File: src/rtl/array_9_pkg.sv
// Shared defaults and types for the array_9 SRAM request front-end.
// Optional power-on clear sweep: ARRAY_9_CTRL_INIT_EN (see array_9_ctrl).
package array_9_pkg;

    localparam int ADDR_W     = 8;
    localparam int DATA_W     = 86;
    localparam int LANES      = 2;
    localparam int LANE_W     = 43;
    localparam int RESP_DEPTH = 2;

    // Controller phase: clear sweep of the array, then normal request service.
    typedef enum logic {
        INIT = 1'b0,
        RUN  = 1'b1
    } ctrl_state_e;

endpackage

File: src/rtl/array_9_resp_buf.sv
// In-order circular response buffer. Head is presented combinationally from
// storage; pointers wrap modulo DEPTH. A push is only honoured when a slot is
// free (or one is freed by a simultaneous pop).
module array_9_resp_buf #(
    parameter int  DEPTH = 2,
    parameter int  W     = 86,
    localparam int CNT_W = $clog2(DEPTH + 1),
    localparam int PTR_W = $clog2(DEPTH)
) (
    input  logic             clock,
    input  logic             reset_n,
    input  logic             push,
    input  logic             pop,
    input  logic [W-1:0]     din,
    output logic [W-1:0]     head,
    output logic [CNT_W-1:0] count,
    output logic             empty
);

    logic [W-1:0]     mem_q [DEPTH];
    logic [W-1:0]     mem_d [DEPTH];
    logic [PTR_W-1:0] wr_ptr_q, wr_ptr_d;
    logic [PTR_W-1:0] rd_ptr_q, rd_ptr_d;
    logic [CNT_W-1:0] count_q, count_d;
    logic             push_ok_s, pop_ok_s;

    function automatic logic [PTR_W-1:0] ptr_inc(input logic [PTR_W-1:0] p);
        logic [PTR_W-1:0] r;
        if (p == PTR_W'(DEPTH - 1)) begin
            r = {PTR_W{1'b0}};
        end else begin
            r = p + PTR_W'(1);
        end
        return r;
    endfunction

    // Next-state of storage, pointers and occupancy.
    always_comb begin
        mem_d    = mem_q;
        wr_ptr_d = wr_ptr_q;
        rd_ptr_d = rd_ptr_q;
        count_d  = count_q;
        pop_ok_s  = pop && (count_q != {CNT_W{1'b0}});
        push_ok_s = push && ((count_q != CNT_W'(DEPTH)) || pop_ok_s);
        if (push_ok_s) begin
            mem_d[wr_ptr_q] = din;
            wr_ptr_d        = ptr_inc(wr_ptr_q);
        end else begin
            wr_ptr_d = wr_ptr_q;
        end
        if (pop_ok_s) begin
            rd_ptr_d = ptr_inc(rd_ptr_q);
        end else begin
            rd_ptr_d = rd_ptr_q;
        end
        case ({push_ok_s, pop_ok_s})
            2'b10:   count_d = count_q + CNT_W'(1);
            2'b01:   count_d = count_q - CNT_W'(1);
            default: count_d = count_q;
        endcase
    end

    // Buffer state registers.
    always_ff @(posedge clock or negedge reset_n) begin
        if (!reset_n) begin
            for (int i = 0; i < DEPTH; i++) begin
                mem_q[i] <= {W{1'b0}};
            end
            wr_ptr_q <= {PTR_W{1'b0}};
            rd_ptr_q <= {PTR_W{1'b0}};
            count_q  <= {CNT_W{1'b0}};
        end else begin
            mem_q    <= mem_d;
            wr_ptr_q <= wr_ptr_d;
            rd_ptr_q <= rd_ptr_d;
            count_q  <= count_d;
        end
    end

    assign head  = mem_q[rd_ptr_q];
    assign count = count_q;
    assign empty = (count_q == {CNT_W{1'b0}});

endmodule

File: src/rtl/array_9_ctrl.sv
// Request front-end for the 256x86 2-lane masked single-port SRAM (RW0).
// One access per cycle; read data (1-cycle latency) either falls through to
// the response port or is captured in an in-order buffer. Read credits count
// the in-flight read plus buffered words so the buffer can never overflow.
// Optional: define ARRAY_9_CTRL_INIT_EN to zero the whole array after reset.
module array_9_ctrl #(
    parameter int ADDR_W     = array_9_pkg::ADDR_W,
    parameter int DATA_W     = array_9_pkg::DATA_W,
    parameter int LANES      = array_9_pkg::LANES,
    parameter int RESP_DEPTH = array_9_pkg::RESP_DEPTH
) (
    input  logic              clock,
    input  logic              reset_n,
    input  logic              req_valid,
    output logic              req_ready,
    input  logic              req_write,
    input  logic [ADDR_W-1:0] req_addr,
    input  logic [LANES-1:0]  req_mask,
    input  logic [DATA_W-1:0] req_wdata,
    output logic              resp_valid,
    input  logic              resp_ready,
    output logic [DATA_W-1:0] resp_rdata,
    output logic              sram_en,
    output logic              sram_wmode,
    output logic [ADDR_W-1:0] sram_addr,
    output logic [LANES-1:0]  sram_wmask,
    output logic [DATA_W-1:0] sram_wdata,
    input  logic [DATA_W-1:0] sram_rdata,
    output logic              init_busy
);

    import array_9_pkg::*;

    localparam int CNT_W = $clog2(RESP_DEPTH + 1);

    logic              rd_pending_q, rd_pending_d;
    logic [CNT_W-1:0]  buf_count_s;
    logic              buf_empty_s;
    logic              buf_push_s, buf_pop_s;
    logic [DATA_W-1:0] buf_head_s;
    logic [CNT_W:0]    credits_s;
    logic              req_ready_s, accept_s, init_busy_s;
    logic              resp_valid_s;
    logic [DATA_W-1:0] resp_rdata_s;

`ifdef ARRAY_9_CTRL_INIT_EN
    ctrl_state_e       state_q, state_d;
    logic [ADDR_W-1:0] init_addr_q, init_addr_d;

    // Clear-sweep sequencing: one write per cycle, leave INIT after the last address.
    always_comb begin
        state_d     = state_q;
        init_addr_d = init_addr_q;
        case (state_q)
            INIT: begin
                init_addr_d = init_addr_q + ADDR_W'(1);
                if (init_addr_q == {ADDR_W{1'b1}}) begin
                    state_d = RUN;
                end else begin
                    state_d = INIT;
                end
            end
            RUN: begin
                state_d = RUN;
            end
            default: begin
                state_d     = INIT;
                init_addr_d = {ADDR_W{1'b0}};
            end
        endcase
    end

    // Sweep state register; any reset restarts the sweep from address 0.
    always_ff @(posedge clock or negedge reset_n) begin
        if (!reset_n) begin
            state_q     <= INIT;
            init_addr_q <= {ADDR_W{1'b0}};
        end else begin
            state_q     <= state_d;
            init_addr_q <= init_addr_d;
        end
    end

    assign init_busy_s = (state_q == INIT);
`else
    assign init_busy_s = 1'b0;
`endif

    // Acceptance depends only on registered occupancy, never on resp_ready.
    always_comb begin
        credits_s   = {{CNT_W{1'b0}}, rd_pending_q} + {1'b0, buf_count_s};
        req_ready_s = reset_n && !init_busy_s &&
                      (req_write || (credits_s < (CNT_W + 1)'(RESP_DEPTH)));
        accept_s    = req_valid && req_ready_s;
        rd_pending_d = accept_s && !req_write;
    end

    // SRAM port drive: request fields pass straight through; sweep overrides.
    always_comb begin
        sram_en    = accept_s;
        sram_wmode = accept_s && req_write;
        sram_addr  = req_addr;
        sram_wmask = req_mask;
        sram_wdata = req_wdata;
`ifdef ARRAY_9_CTRL_INIT_EN
        if (init_busy_s) begin
            sram_en    = 1'b1;
            sram_wmode = 1'b1;
            sram_addr  = init_addr_q;
            sram_wmask = {LANES{1'b1}};
            sram_wdata = {DATA_W{1'b0}};
        end else begin
            sram_en    = accept_s;
            sram_wmode = accept_s && req_write;
        end
`endif
    end

    // Marks the cycle in which the SRAM presents data for an accepted read.
    always_ff @(posedge clock or negedge reset_n) begin
        if (!reset_n) begin
            rd_pending_q <= 1'b0;
        end else begin
            rd_pending_q <= rd_pending_d;
        end
    end

    // Response steering: buffered head first, else fall-through of fresh SRAM data.
    always_comb begin
        resp_valid_s = 1'b0;
        resp_rdata_s = buf_head_s;
        buf_push_s   = 1'b0;
        buf_pop_s    = 1'b0;
        if (!buf_empty_s) begin
            resp_valid_s = 1'b1;
            resp_rdata_s = buf_head_s;
            buf_pop_s    = resp_ready;
            buf_push_s   = rd_pending_q;
        end else if (rd_pending_q) begin
            resp_valid_s = 1'b1;
            resp_rdata_s = sram_rdata;
            buf_push_s   = !resp_ready;
        end else begin
            resp_valid_s = 1'b0;
        end
    end

    array_9_resp_buf #(
        .DEPTH (RESP_DEPTH),
        .W     (DATA_W)
    ) u_resp_buf (
        .clock   (clock),
        .reset_n (reset_n),
        .push    (buf_push_s),
        .pop     (buf_pop_s),
        .din     (sram_rdata),
        .head    (buf_head_s),
        .count   (buf_count_s),
        .empty   (buf_empty_s)
    );

    assign req_ready  = req_ready_s;
    assign resp_valid = resp_valid_s;
    assign resp_rdata = resp_rdata_s;
    assign init_busy  = init_busy_s;

endmodule
File: config.mk
export PLATFORM = sky130hd
export DESIGN_NAME = array_9_ctrl
export DESIGN_NICKNAME = d
export VERILOG_FILES = /design/src/rtl/array_9_pkg.sv /design/src/rtl/array_9_resp_buf.sv /design/src/rtl/array_9_ctrl.sv
export SDC_FILE = /design/constraint.sdc
export NUM_CORES = 1
export LEC_CHECK = 0
export CAP_MARGIN = 25
export CORE_UTILIZATION = 40
export DETAILED_ROUTE_END_ITERATION = 16
export HOLD_SLACK_MARGIN = 0.03
export PLACE_DENSITY = 0.76
export SKIP_CTS_REPAIR_TIMING = 1
export SYNTH_ARGS = -nofsm -noshare
export SYNTH_HDL_FRONTEND = slang
export SYNTH_SLANG_ARGS = --single-unit
File: constraint.sdc
create_clock -name clock -period 1.8 [get_ports clock]
set_input_delay 0.27 -clock clock [delete_from_list [all_inputs] [get_ports clock]]
set_output_delay 0.27 -clock clock [all_outputs]
set_load 0.05 [all_outputs]
Word level (Yosys, flattened, before mapping)
Index checks and enable logic that the tools add are counted.
{"block": "op_classes", "add_sub_neg": 5, "n_lt_le_gt_ge": 4, "n_eq_ne": 3, "n_mux": 16, "bitwise": 2, "reduce_logical": 14}
{"operator": "$mux 86", "n": 6}
{"operator": "$bwmux 172", "n": 1}
{"operator": "$demux 86 s1", "n": 1}
{"operator": "$logic_and 1x1->1", "n": 7}
{"operator": "$mux 1", "n": 7}
{"operator": "$ge 2x2->1 const B", "n": 2}
{"operator": "$not 1->2", "n": 2}
{"operator": "$pmux 2 s2", "n": 1}
{"operator": "$reduce_bool 2->1", "n": 2}
{"operator": "$add 1x2->3", "n": 1}
{"operator": "$lt 3x2->1 const B", "n": 1}
{"operator": "$add 1x1->1 const B", "n": 2}
{"operator": "$add 2x1->2 const B", "n": 1}
{"operator": "$eq 2x1->1 const B", "n": 1}
{"operator": "$eq 2x2->1 const B", "n": 1}
{"operator": "$logic_not 1->1", "n": 2}
{"operator": "$logic_not 2->1", "n": 1}
{"operator": "$logic_or 1x1->1", "n": 2}
{"operator": "$lt 2x1->1 const B", "n": 1}
{"operator": "$ne 2x2->1 const B", "n": 1}
{"operator": "$sub 2x1->2 const B", "n": 1}
{"block": "totals", "regBits": 177, "out_inout_bits": 187, "elab_cells": 50}

Logic depth before layout (Yosys ltp)
Gate-level depths: netlist of run 1.
{"block": "depth", "ltp_word": 7, "depth_mapped": 7}

Modules after synthesis
A second synthesis of run 1 with hierarchy kept.
{"block": "unflattened", "hier_cells": 681, "area_unflattened_um2": 9605.5}
{"module": "array_9_resp_buf", "instances": 1, "cells_per_inst": 476, "area_each_um2": 7591.0, "seq_area_each_um2": 4404.2}
{"module": "array_9_ctrl", "instances": 1, "cells_per_inst": 205, "area_each_um2": 2014.4, "seq_area_each_um2": 25.0}

Worst setup path before layout of run 1
Ideal clock, no wire load.
{"block": "synth_path", "path_type": "reg2out", "from": "reg u_resp_buf.rd_ptr_q", "to": "out resp_rdata[56]", "arrival_ps": 2138, "required_ps": 1530, "slack_ps": -608, "stages_incl_launch_ff": 6, "path_buffers": 3, "cell_sequence": "dfrtp_1 > buf_2 > buf_2 > buf_2 > mux2i_1 > o21ai_0"}
{"block": "synth_via", "elab_chain_cells": 6}
{"item": "from (decl)", "line": "array_9_resp_buf.sv:23", "text": "logic [PTR_W-1:0] rd_ptr_q, rd_ptr_d;"}
{"item": "from (signal assigned)", "line": "array_9_resp_buf.sv:70", "text": "rd_ptr_q <= {PTR_W{1'b0}};"}
{"item": "from (signal assigned)", "line": "array_9_resp_buf.sv:75", "text": "rd_ptr_q <= rd_ptr_d;"}
{"item": "$not 1->2 (implied by the code) (*)", "line": "array_9_resp_buf.sv:80", "text": "assign head = mem_q[rd_ptr_q];"}
{"item": "$mux 86 (implied by the code) (*) (3 in a row)", "line": "array_9_resp_buf.sv:80"}
{"item": "$mux 86", "line": "array_9_ctrl.sv:139", "text": "end else if (rd_pending_q) begin"}
{"item": "$mux 86 (*)", "line": "array_9_ctrl.sv:134", "text": "if (!buf_empty_s) begin"}
{"item": "to (decl)", "line": "array_9_ctrl.sv:22", "text": "output logic [DATA_W-1:0] resp_rdata,"}
Every way passes the cells marked *; elsewhere a longest branch is shown, timed or not. The select of a mux whose other input is x is not followed.

Worst setup path after layout of run 1
{"block": "layout_path", "from": "reg u_resp_buf.count_q[0] (netlist: u_resp_buf.count[0])", "to": "out resp_rdata[74]"}
{"block": "layout_via", "elab_chain_cells": 2}
{"item": "from (decl)", "line": "array_9_resp_buf.sv:24", "text": "logic [CNT_W-1:0] count_q, count_d;"}
{"item": "from (signal assigned)", "line": "array_9_resp_buf.sv:71", "text": "count_q <= {CNT_W{1'b0}};"}
{"item": "from (signal assigned)", "line": "array_9_resp_buf.sv:76", "text": "count_q <= count_d;"}
{"item": "$logic_not 2->1", "line": "array_9_resp_buf.sv:82", "text": "assign empty = (count_q == {CNT_W{1'b0}});"}
{"item": "$mux 86", "line": "array_9_ctrl.sv:134"}
No other way between the ends.

==> run summary, run 1 <==
Status - finished, violations left
Failing checks - negative setup slack
Final WS setup - -339.8 ps
Crit path kind - reg -> out
Clk_lat worst skew - 420 ps
Initial DRC Count - 209
Vias - 6151
Max H-tree Level - 4
First-pass DRT Iterations - 4
Period Utilization, post-route - 118.9%
Final Skew - 7.524 ps
Root Driver - clkbuf_16
Finished Layout Cells - 1195
Seq/Total Area, Yosys - 48.07%
Input/output buffers - 180
Most common cell in the netlist - dfrtp_1
Post-synthesis register bit count - 177
Core area - 22640 µm²
CP Max Fanout - 6
Commonest cells post-synth - 177 x dfrtp_1, 132 x mux2_2, 108 x buf_4
Worst-path clk slew - 70 ps
Setup violators final - 162
Hold slack - 297.6 ps
Grt ovf - 0
Leading area contributor after synthesis - dfrtp_1
Maximum clock path buffer count - 2
Mapped cell area - 9214 µm²
N_diodes - 0
Rows - 55
Hold Path Class - in -> async
Fraction of registers with async set/reset - 100.0%
GRT Total Usage - 17.38%
Max Fclk - 467.3 MHz
Die ar. - 23650 µm²
Req. time, crit path - 1530 ps
First-pass GRT wire length - 32290 µm
Max Slew Vio Count - 0
Tmin final - 2140 ps
Final #Nets - 1085
DP Wirelength - 14690 µm
GPL Wtd Cong - 0.7337
Synth top area cells - dfrtp_1 48%, mux2_2 16%, mux2i_1 9.3%
Syn avg cell area - 11.89 µm²
Number of global-route vias before repair - 6035
Yosys cell types - 26
I/O pins - 374
Post-synth EDFFs - 0
Fin. Hold Viols - 0
WL per Instance - 19.50 µm
DRC violations left - 0
Final ANT Viol Nets - 0
Setup crit end kind - output port
Placed cells - 1136
Mapped Nets - 963
Leak - 6.244 nW
Pwr dens - 2233 nW/µm²
CTS Buf Count - 17
DP Area - 12010 µm²
Die width - 153.8 µm
Critical path launch point type - flop
Least-Margin Pin Slew - 572.3 ps
R2R Setup Slk - -80 ps
Vias per cell - 5.147
Antenna violations before repair - 0
Ys flop type - dfrtp_1
RSZ-0062 raised after global routing - yes
Ys Warns - 0
Synth-to-layout area growth - 49.97%
Max VDD drop - 1600 µV
Yosys top cell area share - 48.07%
Fin area - 13820 µm²
Layout cells sized above 1 - 53.74%
CP Data Arrival Time - 1870 ps
Clock sinks - 177
MaxCap Viol Count - 0
Initial core utilization - 40.70%
Pin count of the biggest net entering global routing - 109
CTS tree - yes
DRT Wirelength - 23300 µm
Die H - 153.8 µm
Rel. slew slack - 61.85%
Mapped Cells - 775
[layout by cell type (no fill, tap or decap), types with 2 or more instances in the layout]
master	netlist	final
buf_12	0	105
buf_16	0	5
buf_4	108	12
buf_6	5	16
buf_8	4	4
clkbuf_16	0	33
clkdlybuf4s50_1	0	89
clkinvlp_4	0	5
dfrtp_1	177	175
inv_6	0	3
inv_8	0	4
mux2_2	132	111
mux2_4	0	60
mux2i_1	86	79
mux2i_2	0	6
nand2_1	87	63
nand2_2	0	16
nand2_4	0	8
nor2_4	0	2
o21ai_2	1	74
o21ai_4	0	13
xnor2_1	3	3
xor2_1	2	2
[through the flow]
step / setup TNS [ps] / total power [W] / setup WS [ps] / utilization, %
after floorplan: -3781 / 0.01789 / -232.7 / -
final: -27780 / 0.03086 / -339.8 / 61.03
after global routing: -40150 / 0.03218 / -410.8 / 61.03
after CTS: -36540 / 0.02961 / -505.5 / 55.64
after detailed placement: -33120 / 0.02587 / -231.6 / 53.05
after global placement: -25870 / 0.02556 / -179.2 / 53.05
[report_power, final]
group | internal, W | switching, W | total [W]
clock | 0.00200 | 0.00168 | 0.00368
sequential | 0.00598 | 0.00111 | 0.00708
combinational | 0.0101 | 0.00999 | 0.0201
total | 0.0181 | 0.0128 | 0.0309
[cell families after synthesis]
group           Yosys count  synth area share, %
compound gates           91                5.092
xor+xnor                  6               0.7742
fa+ha+maj                 1               0.1358
buf+inv                 145                11.39
flops                   177                48.07
mux                     258                30.36
other cells               1              0.04070
simple gates             96                4.128
[state kept, by name, summed over array words and instances (netlist names)]
register and count:
u_resp_buf.mem_q 172, rd_pending_q 1, u_resp_buf.rd_ptr_q 1, u_resp_buf.wr_ptr_q 1, u_resp_buf.count 2
[metal layers]
| metal | GRT usage [%] | wire (µm) |
|---|---|---|
| met5 | 0 | 0 |
| met4 | 5.286 | 260 |
| met3 | 4.820 | 1133 |
| met2 | 28.85 | 11520 |
| met1 | 22.01 | 10390 |
[worst paths after layout]
kind                                            from               endpoint  cells past startpoint
worst max-delay path             u_resp_buf.count[0]         resp_rdata[74]                      7
worst min register to register  u_resp_buf.mem_q[94]   u_resp_buf.mem_q[94]                      1
worst min-delay path                         reset_n  u_resp_buf.mem_q[112]                      2
min in group clock              u_resp_buf.mem_q[94]   u_resp_buf.mem_q[94]                      1
worst max register to register   u_resp_buf.count[1]   u_resp_buf.mem_q[85]                      6
max in group asynchronous                    reset_n    u_resp_buf.count[1]                      3
[critical path, stage by stage (launching register included)]
cell and delay (ps):
dfrtp_1 410, nor3b_4 230, buf_6 150, clkbuf_16 180, clkbuf_16 160, nand2_1 70
o21ai_2 90, buf_12 160
[area by class of cell]
| cell class | count | area (µm²) |
|---|---|---|
| sequential | 177 | 4434 |
| fill | 1694 | 8822 |
| multi-input combinational | 453 | 4569 |
| clock inverter | 14 | 147.6 |
| clock buffer | 18 | 439.2 |
| tap | 285 | 356.6 |
| timing repair buffer | 248 | 3871 |
No activity file was read; power rests on OpenSTA's default activity.
==> inputs of run 2 (changes only) <==
--- a/config.mk
+++ b/config.mk
@@ -8,7 +8,6 @@
 export CAP_MARGIN = 25
 export CORE_UTILIZATION = 40
 export DETAILED_ROUTE_END_ITERATION = 16
-export HOLD_SLACK_MARGIN = 0.03
 export PLACE_DENSITY = 0.76
 export SKIP_CTS_REPAIR_TIMING = 1
 export SYNTH_ARGS = -nofsm -noshare
==> constraint.sdc (replaced) <==
create_clock -name clock -period 2.31 [get_ports clock]
set_input_delay 0.3465 -clock clock [delete_from_list [all_inputs] [get_ports clock]]
set_output_delay 0.3465 -clock clock [all_outputs]
set_load 0.05 [all_outputs]
==> run 2 against run 1 <==
Compared with the run above: the flow still finishes with violations (negative setup slack); sequential cell count stayed put; count of clock-buffer cells in the layout is 2 higher; critical path depth stayed put; clock power is 21% lower; sequential power is 22% lower; clock skew is 3.4 ps higher; sequential share of layout area is 2.9 points higher.
==> run summary, run 2 (synthesized netlist as in run 1, its figures left out) <==
I/O pins - 374
Footprint of the multi-input gates - 4015 µm²
Vias - 6049
Most frequent cells in the layout - 173 x dfrtp_1, 132 x mux2_2, 101 x buf_12
Worst-path clk slew - 70 ps
Critical path launch point type - flop
Worst r2r path cells - 5
Fin. Hold Viols - 0
Setup violators final - 16
Register area - 4437 µm²
Final WS setup - -35.03 ps
Die H - 153.8 µm
First-pass DRT Iterations - 4
Crit path kind - reg -> out
Setup TNS - -177.2 ps
Die width - 153.8 µm
Max Slew Vio Count - 0
Final #Nets - 1062
Max Fclk - 426.4 MHz
Maximum clock path buffer count - 2
Least-Margin Pin Slew - 980.8 ps
CP Max Fanout - 16
Core area - 22640 µm²
DP Wirelength - 14180 µm
CTS Buf Count - 17
Clk_lat worst skew - 420 ps
Crit path from - u_resp_buf.count[1]
Failing checks - negative setup slack
Status - finished, violations left
Number of global-route vias before repair - 6029
DP Area - 11500 µm²
Input/output buffers - 180
DRT Wirelength - 21640 µm
Fill count - 1795
GRT Total Usage - 17.52%
Layout cells sized above 1 - 40.74%
Rel. slew slack - 34.61%
Max FFs per register - 172
Synth-to-layout area growth - 37.63%
Setup crit end kind - output port
Req. time, crit path - 1960 ps
First-pass GRT wire length - 32440 µm
Final Skew - 10.94 ps
R2R Setup Slk - 420 ps
Period Utilization, post-route - 101.5%
RR Endpoint - u_resp_buf.mem_q[62]
Commonest non-fill, non-tap cell in the layout - dfrtp_1
CP Data Arrival Time - 2000 ps
Fin area - 12680 µm²
Setup crit end - resp_rdata[49]
Rows - 55
Antenna violations before repair - 0
Finished Layout Cells - 1171
Max VDD drop - 1016 µV
N_diodes - 0
Pin count of the biggest net entering global routing - 178
Pwr dens - 1819 nW/µm²
Vias per cell - 5.166
Die ar. - 23650 µm²
Hold Path Class - in -> async
Root Driver - clkbuf_16
R2r startpoint - u_resp_buf.count[1]
Initial core utilization - 40.70%
Grt ovf - 0
Placed cells - 1114
Final ANT Viol Nets - 0
Max H-tree Level - 4
RSZ-0062 raised after global routing - yes
Most flop-heavy register - u_resp_buf.mem_q
WL per Instance - 18.48 µm
Tmin final - 2345 ps
CTS tree - yes
Initial DRC Count - 190
MaxCap Viol Count - 0
Clock sinks - 177
GPL Wtd Cong - 0.7331
Leak - 5.552 nW
DRC violations left - 0
run 2: cell types whose count changed in the layout (fill, tap and decap cells not counted), sizes merged:
| cell | delta |
|---|---|
| dlygate4sd3 | -1 |
| inv | -4 |
| clkbuf | -11 |
| clkinv | +4 |
| buf | -10 |
| dlymetal6s2s | +1 |
| bufinv | +1 |
| clkinvlp | -4 |
run 2: metal layers:
layer / vias to the layer above / share of wire [%] / track usage (%)
met5: - / 0 / 0
met4: 0 / 1.6 / 5.619
met3: 30 / 7.9 / 6.849
met2: 203 / 51 / 30.24
met1: 3011 / 40 / 19.82
li1: 2805 / - / -
run 2: stage by stage:
stage / total power (W) / worst slack (ps) / util (%) / hold slack (ps)
3_3_place_gp: 0.01934 / 174.1 / 50.78 / 472.8
4_1_cts: 0.02258 / -217.9 / 53.40 / 159.6
5_1_grt: 0.02412 / -135.1 / 56.01 / 168.5
3_5_place_dp: 0.01962 / 130.8 / 50.78 / 480.8
2_1_floorplan: 0.01348 / 50.95 / - / 50.91
6_report: 0.02306 / -35.03 / 56.01 / 72.81
run 2: report_power, final:
group	switching [W]	leakage, nW	internal (W)	total (W)
logic	0.00750	3.10	0.00717	0.0147
registers	0.000837	2.16	0.00466	0.00550
clock network	0.00121	0.293	0.00168	0.00290
total	0.00955	5.55	0.0135	0.0231
run 2: critical path, cell delays in order (launching register included):
cell and delay [ps]:
dfrtp_2 450, nor3b_4 260, buf_6 170, buf_12 180, buf_12 160, nand2_1 90, o21ai_2 100, buf_12 160
run 2: cell type report:
class	count	share of cell area [%]
well taps	285	2.812
multi-input cells	453	31.66
clock buffers	20	3.680
flip-flops and latches	177	34.99
clock inverters	11	0.9965
repair buffers	225	25.86
run 2: how the worst min path moves through the flow:
stage | startpoint | slack (ps) | depth (start not counted) | endpoint
2_1_floorplan | reset_n | 50 | 0 | rd_pending_q
5_1_grt | reset_n | 170 | 2 | u_resp_buf.mem_q[116]
3_3_place_gp | u_resp_buf.mem_q[2] | 470 | 1 | u_resp_buf.mem_q[2]
6_report | reset_n | 70 | 2 | u_resp_buf.mem_q[116]
4_1_cts | reset_n | 160 | 2 | u_resp_buf.mem_q[116]
3_5_place_dp | u_resp_buf.mem_q[73] | 480 | 1 | u_resp_buf.mem_q[73]
==> inputs of run 3 (changes only) <==
--- a/config.mk
+++ b/config.mk
@@ -8,8 +8,10 @@
 export CAP_MARGIN = 25
 export CORE_UTILIZATION = 40
 export DETAILED_ROUTE_END_ITERATION = 16
-export PLACE_DENSITY = 0.76
+export GPL_ROUTABILITY_DRIVEN = 0
+export PLACE_DENSITY = 0.79
 export SKIP_CTS_REPAIR_TIMING = 1
+export SLEW_MARGIN = 20
 export SYNTH_ARGS = -nofsm -noshare
 export SYNTH_HDL_FRONTEND = slang
 export SYNTH_SLANG_ARGS = --single-unit
==> constraint.sdc (replaced) <==
create_clock -name clock -period 2.1 [get_ports clock]
set_input_delay 0.315 -clock clock [delete_from_list [all_inputs] [get_ports clock]]
set_output_delay 0.315 -clock clock [all_outputs]
set_load 0.05 [all_outputs]
==> run 3 against run 2 <==
Compared with the run above: the run still ends with negative setup slack left; routed wire length increased by 7.1%; die area unchanged; register-to-register slack got worse by 270 ps; cell count increased by 1.5%; hold slack improved by 420 ps; global-route usage decreased by 0.14 points; worst setup slack got worse by 62 ps; sequential cell count unchanged; design area increased by 6.2%; utilization increased by 3.5 points; largest power group unchanged.
==> run summary, run 3 (synthesized netlist as in run 1, its figures left out) <==
Pin count of the biggest net entering global routing - 97
Final core utilization - 59.50%
Max Fclk - 455.2 MHz
Pwr dens - 1956 nW/µm²
Final WS setup - -96.70 ps
Rows - 55
Initial DRC Count - 200
Layout cells sized above 1 - 50.17%
First-pass DRT Iterations - 6
Die ar. - 23650 µm²
DP Wirelength - 14580 µm
I/O pins - 374
Place WS - 23.28 ps
Final #Nets - 1078
Antenna violations before repair - 0
Rel. slew slack - 64.20%
Placed cells - 1126
Hold Path Class - reg -> reg
Status - finished, violations left
Root Driver - clkbuf_16
Cell mode on critical path - clkbuf_16
Clock sinks - 177
Input/output buffers - 180
Setup violators final - 84
WL per Instance - 19.51 µm
Number of global-route vias before repair - 6102
Die width - 153.8 µm
Vias - 6148
Synth-to-layout area growth - 46.20%
DRC violations left - 0
DRT Wirelength - 23180 µm
Tmin final - 2197 ps
Clk_lat worst skew - 410 ps
Max VDD drop - 1498 µV
Critical path launch point type - flop
Maximum clock path buffer count - 2
Least-Margin Pin Slew - 537.0 ps
MaxCap Viol Count - 0
Core area - 22640 µm²
Hold slack - 494.7 ps
Fill count - 1672
Crit path kind - reg -> out
First-pass GRT wire length - 32340 µm
Grt ovf - 0
Max H-tree Level - 4
CTS Buf Count - 17
Final ANT Viol Nets - 0
Req. time, crit path - 1780 ps
Buf/Inv on CP - 4
Period Utilization, post-route - 104.6%
Setup crit end kind - output port
Max Slew Vio Count - 0
Most frequent cells in the layout - 174 x dfrtp_1, 132 x mux2_2, 106 x buf_12
Setup TNS - -4826 ps
Worst-path clk slew - 70 ps
N_diodes - 0
Vias per cell - 5.175
CTS tree - yes
Final Skew - 7.051 ps
Max FFs per register - 172
Initial core utilization - 40.70%
CP Data Arrival Time - 1880 ps
Leak - 5.886 nW
Crit-path leading delay family - buffers and inverters
Critical-path top delay cell - dfrtp_2
Fin. Hold Viols - 0
GRT Total Usage - 17.38%
Worst-path cell chain - nor3b_4, buf_6, clkbuf_16, clkbuf_16, o21ai_2, buf_12
Failing checks - negative setup slack
Commonest non-fill, non-tap cell in the layout - dfrtp_1
Finished Layout Cells - 1188
CP Max Fanout - 9
Worst path max stage delay - 430 ps
Most flop-heavy register - u_resp_buf.mem_q
RSZ-0062 raised after global routing - yes
Die H - 153.8 µm
run 3: cell types whose count changed in the layout (fill, tap and decap cells not counted), sizes merged:
cell          before  now
buf              132  140
clkbuf            23   30
clkinv             5    2
inv                3    6
bufinv             2    4
dlygate4sd3        0    1
dlymetal6s2s       1    0
run 3: metal layers:
metal  track usage, %  vias up  share of wire, %
li1                 -     2829                 -
met1            20.90     3122                41
met2            30.37      176                54
met3            4.340       21               4.3
met4            5.667        0               1.6
met5                0        -                 0
run 3: worst register-to-register path: cells and delay by family, from the launching register on:
family	cells	cell delay [ps]
xor gates and xnor gates	1	170
buffers and inverters	4	650
muxes	1	330
AOI/OAI and AO/OA	1	240
DFF	1	440
run 3: layout make-up:
cell class                 instances  area (µm²)  share of cell area (%)
clock inverter                    13       195.2                   1.449
sequential                       177        4436                   32.93
multi-input combinational        453        4404                   32.70
tap                              285       356.6                   2.647
timing repair buffer             241        3636                   26.99
clock buffer                      19       442.9                   3.288
run 3: worst paths after layout:
check | from | end | slack (ps) | cells past startpoint
setup / recovery | rd_pending_q | resp_rdata[81] | -100 | 6
hold / removal | u_resp_buf.mem_q[6] | u_resp_buf.mem_q[6] | 490 | 1
setup reg to reg | u_resp_buf.count[1] | u_resp_buf.mem_q[2] | 150 | 7
hold reg to reg | u_resp_buf.mem_q[6] | u_resp_buf.mem_q[6] | 490 | 1
max in group asynchronous | reset_n | u_resp_buf.mem_q[73] | 1140 | 3
min in group asynchronous | reset_n | u_resp_buf.mem_q[118] | 500 | 3
run 3: power by group:
| part | internal [W] | leakage [nW] | switching (W) | total [W] |
|---|---|---|---|---|
| clock network | 0.00206 | 0.313 | 0.00140 | 0.00345 |
| logic | 0.00829 | 3.42 | 0.00856 | 0.0168 |
| registers | 0.00512 | 2.16 | 0.000928 | 0.00605 |
run 3: stage by stage:
step	instance area, µm²	power, W
5_1_grt	13470	0.02744
3_5_place_dp	11890	0.02209
4_1_cts	12530	0.02562
3_3_place_gp	11890	0.02184
2_1_floorplan	9473	0.01526
6_report	13470	0.02635
